==> src/rtl/ws2812b_pkg.sv <==
// Shared encodings and 10 MHz default timing for the WS2812B chain driver.
package ws2812b_pkg;

  typedef enum logic [1:0] {
    MODE_MASK = 2'b00,
    MODE_DOT  = 2'b01,
    MODE_BAR  = 2'b10,
    MODE_INV  = 2'b11
  } mode_e;

  typedef enum logic [1:0] {
    ST_IDLE  = 2'b00,
    ST_LOAD  = 2'b01,
    ST_SEND  = 2'b10,
    ST_LATCH = 2'b11
  } state_e;

  localparam int DEF_NUM_LEDS   = 12;
  localparam int DEF_T0H_CYC    = 4;
  localparam int DEF_T1H_CYC    = 8;
  localparam int DEF_TBIT_CYC   = 13;
  localparam int DEF_TRES_CYC   = 3000;
  localparam int BITS_PER_PIXEL = 24;

endpackage

==> src/rtl/ws2812b_bit_encoder.sv <==
// Emits one WS2812B bit: high for T0H/T1H cycles, low until TBIT_CYC, then a done pulse.
module ws2812b_bit_encoder
  import ws2812b_pkg::*;
#(
  parameter int T0H_CYC  = DEF_T0H_CYC,
  parameter int T1H_CYC  = DEF_T1H_CYC,
  parameter int TBIT_CYC = DEF_TBIT_CYC
) (
  input  logic clk,
  input  logic res,
  input  logic start,
  input  logic bit_in,
  output logic dout,
  output logic done
);

  localparam int CW = (TBIT_CYC > 2) ? $clog2(TBIT_CYC) : 1;
  localparam logic [CW-1:0] CNT_LAST = CW'(TBIT_CYC - 1);

  logic [CW-1:0] cnt_q, cnt_d;
  logic          active_q, active_d;
  logic          bit_q, bit_d;
  logic          dout_q, dout_d;

  assign done = active_q && (cnt_q == CNT_LAST);
  assign dout = dout_q;

  // A start coinciding with done chains the next bit with no idle cycle.
  always_comb begin
    cnt_d    = cnt_q;
    active_d = active_q;
    bit_d    = bit_q;
    dout_d   = 1'b0;
    if (start) begin
      cnt_d    = '0;
      active_d = 1'b1;
      bit_d    = bit_in;
      dout_d   = (bit_in ? T1H_CYC : T0H_CYC) > 0;
    end else if (active_q) begin
      if (done) begin
        active_d = 1'b0;
      end else begin
        cnt_d  = cnt_q + CW'(1);
        dout_d = (int'(cnt_q) + 1) < (bit_q ? T1H_CYC : T0H_CYC);
      end
    end
  end

  always_ff @(posedge clk) begin
    if (res) begin
      active_q <= 1'b0;
      dout_q   <= 1'b0;
    end else begin
      active_q <= active_d;
      dout_q   <= dout_d;
    end
    cnt_q <= cnt_d;
    bit_q <= bit_d;
  end

endmodule

==> src/rtl/ws2812b_chain_driver.sv <==
// WS2812B frame driver: snapshots display settings on refresh, streams NUM_LEDS GRB
// words MSB-first, then holds the line low for the latch period.
module ws2812b_chain_driver
  import ws2812b_pkg::*;
#(
  parameter int  NUM_LEDS = DEF_NUM_LEDS,
  parameter int  T0H_CYC  = DEF_T0H_CYC,
  parameter int  T1H_CYC  = DEF_T1H_CYC,
  parameter int  TBIT_CYC = DEF_TBIT_CYC,
  parameter int  TRES_CYC = DEF_TRES_CYC,
  localparam int PW       = (NUM_LEDS > 1) ? $clog2(NUM_LEDS) : 1
) (
  input  logic                clk,
  input  logic                res,
  input  logic                refresh,
  input  logic [1:0]          mode,
  input  logic [NUM_LEDS-1:0] led_mask,
  input  logic [PW-1:0]       position,
  input  logic [2:0]          colour,
  input  logic [7:0]          intensity,
  output logic                busy,
  output logic                frame_done,
  output logic                led_dout
);

  localparam int LW = $clog2(TRES_CYC + 1);
  localparam logic [PW-1:0] LAST_PIX = PW'(NUM_LEDS - 1);
  localparam logic [4:0]    LAST_BIT = 5'(BITS_PER_PIXEL - 1);

  state_e                state_q, state_d;
  logic                  busy_q, busy_d;
  logic                  frame_done_q, frame_done_d;
  logic                  pending_q, pending_d;
  logic [PW-1:0]         pix_q, pix_d;
  logic [4:0]            bit_idx_q, bit_idx_d;
  logic [23:0]           shift_q, shift_d;
  logic [LW-1:0]         latch_q, latch_d;

  mode_e                 snap_mode_q, snap_mode_d;
  logic [NUM_LEDS-1:0]   snap_mask_q, snap_mask_d;
  logic [PW-1:0]         snap_pos_q, snap_pos_d;
  logic [2:0]            snap_col_q, snap_col_d;
  logic [7:0]            snap_int_q, snap_int_d;

  logic                  snap_en;
  logic                  enc_start;
  logic                  enc_bit;
  logic                  enc_done;
  logic                  enc_dout;
  logic [23:0]           word;

  // Out-of-range dot/bar positions pin to the last pixel instead of wrapping.
  function automatic logic [PW-1:0] clamp_pos(input logic [PW-1:0] p);
    if (int'(p) > NUM_LEDS - 1) return LAST_PIX;
    return p;
  endfunction

  function automatic logic pixel_on(input logic [PW-1:0] idx, input mode_e m,
                                    input logic [NUM_LEDS-1:0] mask,
                                    input logic [PW-1:0] pos);
    case (m)
      MODE_MASK: return mask[idx];
      MODE_DOT:  return idx == pos;
      MODE_BAR:  return idx <= pos;
      default:   return ~mask[idx];
    endcase
  endfunction

  function automatic logic [23:0] grb_word(input logic on, input logic [2:0] col,
                                          input logic [7:0] inten);
    logic [7:0] g, r, b;
    g = (on && col[1]) ? inten : 8'h00;
    r = (on && col[2]) ? inten : 8'h00;
    b = (on && col[0]) ? inten : 8'h00;
    return {g, r, b};
  endfunction

  assign word = grb_word(pixel_on(pix_q, snap_mode_q, snap_mask_q, snap_pos_q),
                         snap_col_q, snap_int_q);

  always_comb begin
    snap_mode_d = snap_en ? mode_e'(mode)       : snap_mode_q;
    snap_mask_d = snap_en ? led_mask            : snap_mask_q;
    snap_pos_d  = snap_en ? clamp_pos(position) : snap_pos_q;
    snap_col_d  = snap_en ? colour              : snap_col_q;
    snap_int_d  = snap_en ? intensity           : snap_int_q;
  end

  always_comb begin
    state_d   = state_q;
    pending_d = pending_q;
    pix_d     = pix_q;
    bit_idx_d = bit_idx_q;
    shift_d   = shift_q;
    latch_d   = latch_q;
    snap_en   = 1'b0;
    enc_start = 1'b0;
    enc_bit   = 1'b0;

    if (refresh && (state_q != ST_IDLE)) pending_d = 1'b1;

    case (state_q)
      ST_IDLE: begin
        if (refresh) begin
          snap_en = 1'b1;
          pix_d   = '0;
          state_d = ST_LOAD;
        end
      end
      ST_LOAD: begin
        enc_start = 1'b1;
        enc_bit   = word[23];
        shift_d   = {word[22:0], 1'b0};
        bit_idx_d = '0;
        state_d   = ST_SEND;
      end
      ST_SEND: begin
        if (enc_done) begin
          if (bit_idx_q == LAST_BIT) begin
            if (pix_q == LAST_PIX) begin
              latch_d = LW'(TRES_CYC - 1);
              state_d = ST_LATCH;
            end else begin
              pix_d   = pix_q + PW'(1);
              state_d = ST_LOAD;
            end
          end else begin
            enc_start = 1'b1;
            enc_bit   = shift_q[23];
            shift_d   = {shift_q[22:0], 1'b0};
            bit_idx_d = bit_idx_q + 5'd1;
          end
        end
      end
      default: begin
        if (latch_q == '0) begin
          // A request seen during the frame, or on this very cycle, chains the next frame.
          if (pending_q || refresh) begin
            pending_d = 1'b0;
            snap_en   = 1'b1;
            pix_d     = '0;
            state_d   = ST_LOAD;
          end else begin
            state_d = ST_IDLE;
          end
        end else begin
          latch_d = latch_q - LW'(1);
        end
      end
    endcase

    busy_d       = (state_d != ST_IDLE);
    frame_done_d = (state_d == ST_LATCH) && (latch_d == '0);
  end

  always_ff @(posedge clk) begin
    if (res) begin
      state_q      <= ST_IDLE;
      busy_q       <= 1'b0;
      frame_done_q <= 1'b0;
      pending_q    <= 1'b0;
      pix_q        <= '0;
      bit_idx_q    <= '0;
      latch_q      <= '0;
    end else begin
      state_q      <= state_d;
      busy_q       <= busy_d;
      frame_done_q <= frame_done_d;
      pending_q    <= pending_d;
      pix_q        <= pix_d;
      bit_idx_q    <= bit_idx_d;
      latch_q      <= latch_d;
    end
    shift_q     <= shift_d;
    snap_mode_q <= snap_mode_d;
    snap_mask_q <= snap_mask_d;
    snap_pos_q  <= snap_pos_d;
    snap_col_q  <= snap_col_d;
    snap_int_q  <= snap_int_d;
  end

  ws2812b_bit_encoder #(
    .T0H_CYC (T0H_CYC),
    .T1H_CYC (T1H_CYC),
    .TBIT_CYC(TBIT_CYC)
  ) u_bit_encoder (
    .clk   (clk),
    .res   (res),
    .start (enc_start),
    .bit_in(enc_bit),
    .dout  (enc_dout),
    .done  (enc_done)
  );

  assign busy       = busy_q;
  assign frame_done = frame_done_q;
  assign led_dout   = enc_dout;

endmodule

==> config.mk <==
export PLATFORM = sky130hd
export DESIGN_NAME = ws2812b_chain_driver
export DESIGN_NICKNAME = d
export VERILOG_FILES = /design/src/rtl/ws2812b_pkg.sv /design/src/rtl/ws2812b_bit_encoder.sv /design/src/rtl/ws2812b_chain_driver.sv
export SDC_FILE = /design/constraint.sdc
export NUM_CORES = 1
export LEC_CHECK = 0
export ABC_AREA = 1
export ABC_CLOCK_PERIOD_IN_PS = 4600
export BUFFER_PORTS_ARGS = -buffer_cell sky130_fd_sc_hd__buf_2
export CORE_MARGIN = 2
export CORE_UTILIZATION = 60
export DETAILED_ROUTE_END_ITERATION = 16
export PLACE_DENSITY_LB_ADDON = 0.3
export SLEW_MARGIN = 10
export SYNTH_ARGS = -nofsm -noshare
export SYNTH_HDL_FRONTEND = slang
export SYNTH_HIERARCHICAL = 1
export SYNTH_SLANG_ARGS = --single-unit
==> constraint.sdc <==
create_clock -name clk -period 4.6 [get_ports clk]
set_input_delay 0.46 -clock clk [delete_from_list [all_inputs] [get_ports clk]]
set_output_delay 0.46 -clock clk [all_outputs]
set_load 0.005 [all_outputs]
==> metrics.log <==
[metrics] Synth cell types: 37
[metrics] utilization after layout: 68.9%
[metrics] switching share of power: 31.1%
[metrics] total of warnings raised by yosys: 6
[metrics] count of boundary I/O pins: 35
[metrics] horizontal die dimension: 88.7 um
[metrics] number of synthesized flops with an enable pin: 53
[metrics] Worst EP required: 4.89 ns
[metrics] Final setup violation count: 0
[metrics] hold violation total from the final report: 0
[metrics] total half-perimeter wirelength after legalization and detailed placement: 5.66 mm
[metrics] clock share of power: 26.1%
[metrics] number of register bits inferred by synthesis: 85
[metrics] Cell Rows: 30
[metrics] setup fix buffers added after clock tree synthesis: 0
[metrics] Max Clk Rate: 377 MHz
[metrics] post-synthesis average cell area: 8.55 um2
[metrics] Worst-Skew Late Latency: 0.36 ns
[metrics] share of final-layout standard cells stronger than drive strength 1: 15.4%
[metrics] kind of path behind the tightest hold check: in -> reg
[metrics] last weighted congestion value of the routability-driven placer: 0.880
[metrics] wire length of the first global-routing pass: 13.8 mm
[metrics] share of the cycle needed by the critical path after routing: 57.7%
[metrics] internal cell power: 1.25 mW
[metrics] Via-to-Cell Ratio: 5.19
[metrics] hold slack final: 0.268 ns
[metrics] Placeable Area: 6870 um2
[metrics] Post-synth top cells: nand2_1 (126), inv_1 (61), edfxtp_1 (53)
[metrics] I/O Buffers: 34
[metrics] count of hold-fix buffers inserted at cts: 0
[metrics] dominant cell type by area after synthesis: edfxtp_1
[metrics] shortest period the worst path allows: 2.65 ns
[metrics] count of H-tree levels built during CTS: 3
[metrics] dpl cells: 625
[metrics] static leakage power: 2.06 nW
[metrics] slew margin rel.: 38.3%
[metrics] TritonCTS Sinks: 85
[metrics] Net count, final: 586
[metrics] worst clock skew: 0.00783 ns
[metrics] Max Transition Viols Final: 0
[metrics] post-CTS sizing: 0
[metrics] antenna-violating nets left: 0
[metrics] Max Buffers Root-to-Sink: 2
[metrics] average wire per standard cell: 12.4 um
[metrics] Syn-to-layout area delta: 10.0%
[metrics] GRT Util Overall: 22.8%
[metrics] total standard cell area after synthesis: 4300 um2
[metrics] fraction of synthesis flops using an asynchronous set or reset pin: 0%
[metrics] category of the most critical setup path: reg -> reg
[metrics] number of vias after detailed routing: 3325
[metrics] critical path arrival: 2.94 ns
[metrics] clock buffers created by TritonCTS: 9
[metrics] total congestion overflow: 0
[metrics] via count of the first global-routing pass: 3065
[metrics] number of DRC markers in iteration 0: 273
[metrics] final non-filler cell total: 641
[metrics] setup total negative slack: 0 ns
[metrics] status: completed
[metrics] CTS tree: yes
[metrics] IR Drop Worst-Case VDD: 0.280 mV
[metrics] power density over the cells: 382 nW/um2
[metrics] floorplan die height: 88.7 um
[metrics] number of inserted diodes: 0
[metrics] top post-synthesis cells by area: edfxtp_1 (37%), dfxtp_1 (15%), nand2_1 (11%), inv_1 (5.3%), nor2_1 (4.2%)
[metrics] antenna violations before repair: 0
[metrics] part of the power in registers: 54.2%
[metrics] area share of the leading cell type in the synthesized netlist: 37.0%
[metrics] initial standard-cell utilization of the core: 62.6%
[metrics] max-capacitance violation count: 0
[metrics] Worst setup SP type: flip-flop
[metrics] commonest register cell after synthesis: edfxtp_1
[metrics] DRC: 0
[metrics] final wirelength: 7.93 mm
[metrics] clock transition at the register clock pins on the worst setup and hold paths after CTS: 0.09 ns
[metrics] switching component of the power: 0.563 mW
[metrics] portion of total power attributed to combinational logic: 19.8%
[metrics] largest net degree at the start of global routing: 34
[metrics] unrepaired setup endpoints after global routing: no
[metrics] DR pass1 iterations: 6
[metrics] fraction of the yosys area taken by sequential cells: 51.9%
[metrics] net count after synthesis: 549
[metrics] CP Capture Type: flip-flop
[metrics] CTS root buffer: clkbuf_8
[metrics] actual slew at the worst max-slew pin: 0.925 ns
[metrics] Die Area: 7860 um2
[metrics] Worst Path Max Fanout: 26
[metrics] most repeated cell in the gate-level netlist after synthesis: nand2_1
[metrics] synthesized netlist cell count: 503
[layer usage]
metal / GRT usage [%] / part of all wire [%] / vias to the layer above
li1: - / - / 1717
met1: 31.7 / 46 / 1486
met5: 0 / 0 / -
met3: 3.64 / 5.2 / 18
met4: 9.64 / 1.9 / 0
met2: 35.8 / 47 / 104
[flip-flops by register name, indices dropped and copies added (netlist names)]
| register | cells |
|---|---|
| snap_mode_q | 2 |
| pending_q | 1 |
| busy | 1 |
| u_bit_encoder/dout | 1 |
| u_bit_encoder/bit_q | 1 |
| latch_q | 12 |
| frame_done | 1 |
| u_bit_encoder/active_q | 1 |
| snap_int_q | 8 |
| u_bit_encoder/cnt_q | 4 |
| state_q | 2 |
| snap_col_q | 3 |
| shift_q | 23 |
| snap_pos_q | 4 |
| bit_idx_q | 5 |
| pix_q | 4 |
| snap_mask_q | 12 |
[cell usage in the layout (no fill, tap or decap), types with 2 or more instances in the layout]
master and count:
nand2_1 126, inv_1 61, edfxtp_1 53, nor2_1 48
buf_2 34, o21ai_0 33, dfxtp_1 32, nand3_1 27
a21oi_1 25, ha_1 14, o21ai_1 10, clkbuf_8 9
xor2_1 7, inv_2 6, nor2_2 6, nand3_2 6
nand2_2 5, nor3_1 5, nand3b_1 3, nand4_1 3
nor2_4 3, clkinv_1 3, a21oi_2 3, o21a_1 2
a211oi_1 2, clkbuf_1 2, clkinvlp_4 2, buf_4 2
[path summary, 6_finish.rpt]
| kind | depth (start not counted) | slack [ns] | start | endpoint |
|---|---|---|---|---|
| worst min-delay path | 1 | 0.27 | intensity[5] | snap_int_q[5] |
| worst max register to register | 10 | 1.95 | u_bit_encoder/cnt_q[0] | bit_idx_q[3] |
| worst max-delay path | 10 | 1.95 | u_bit_encoder/cnt_q[0] | bit_idx_q[3] |
| worst min register to register | 1 | 0.49 | bit_idx_q[0] | bit_idx_q[0] |
[power groups by stage]
stage / logic (mW) / clock network [mW] / registers [mW]
2_1_floorplan: 0.275 / 0 / 0.981
3_3_place_gp: 0.342 / 0 / 0.992
3_5_place_dp: 0.357 / 0 / 0.997
4_1_cts: 0.359 / 0.475 / 0.980
5_1_grt: 0.416 / 0.508 / 0.991
6_report: 0.357 / 0.471 / 0.980
[stage by stage]
stage	worst slack (ns)	cell area, um2	total power [mW]
detailed placement	1.99	4560	1.35
CTS	1.95	4730	1.81
floorplan	1.20	4300	1.26
finish	1.95	4730	1.81
global placement	2.11	4560	1.33
global route	1.64	4730	1.91
[kinds of logic after synthesis]
group           count (synthesis)  synth area share [%]
flops                          85                  51.9
buf+inv                        80                  7.48
fa+ha+maj                      14                  4.07
compound gates                 79                  9.89
xor+xnor                        7                  1.43
simple gates                  238                  25.2
[cell type report]
class,instances,area [um2]
sequential,85,2230
fill,565,2140
multi-input combinational,338,1760
inverter,70,265
timing repair buffer,36,185
clock buffer,11,131
tap,96,120
clock inverter,5,36.3
[critical path: stages (launching register included)]
cell and delay, ns:
dfxtp_1 0.33, inv_1 0.09, ha_1 0.17, nand3_2 0.11, nor2_1 0.28, inv_2 0.09, nor3_2 0.32, a21oi_1 0.14
inv_1 0.70, a21oi_1 0.15, nor3_1 0.20
No activity file was read; power rests on OpenSTA's default activity.
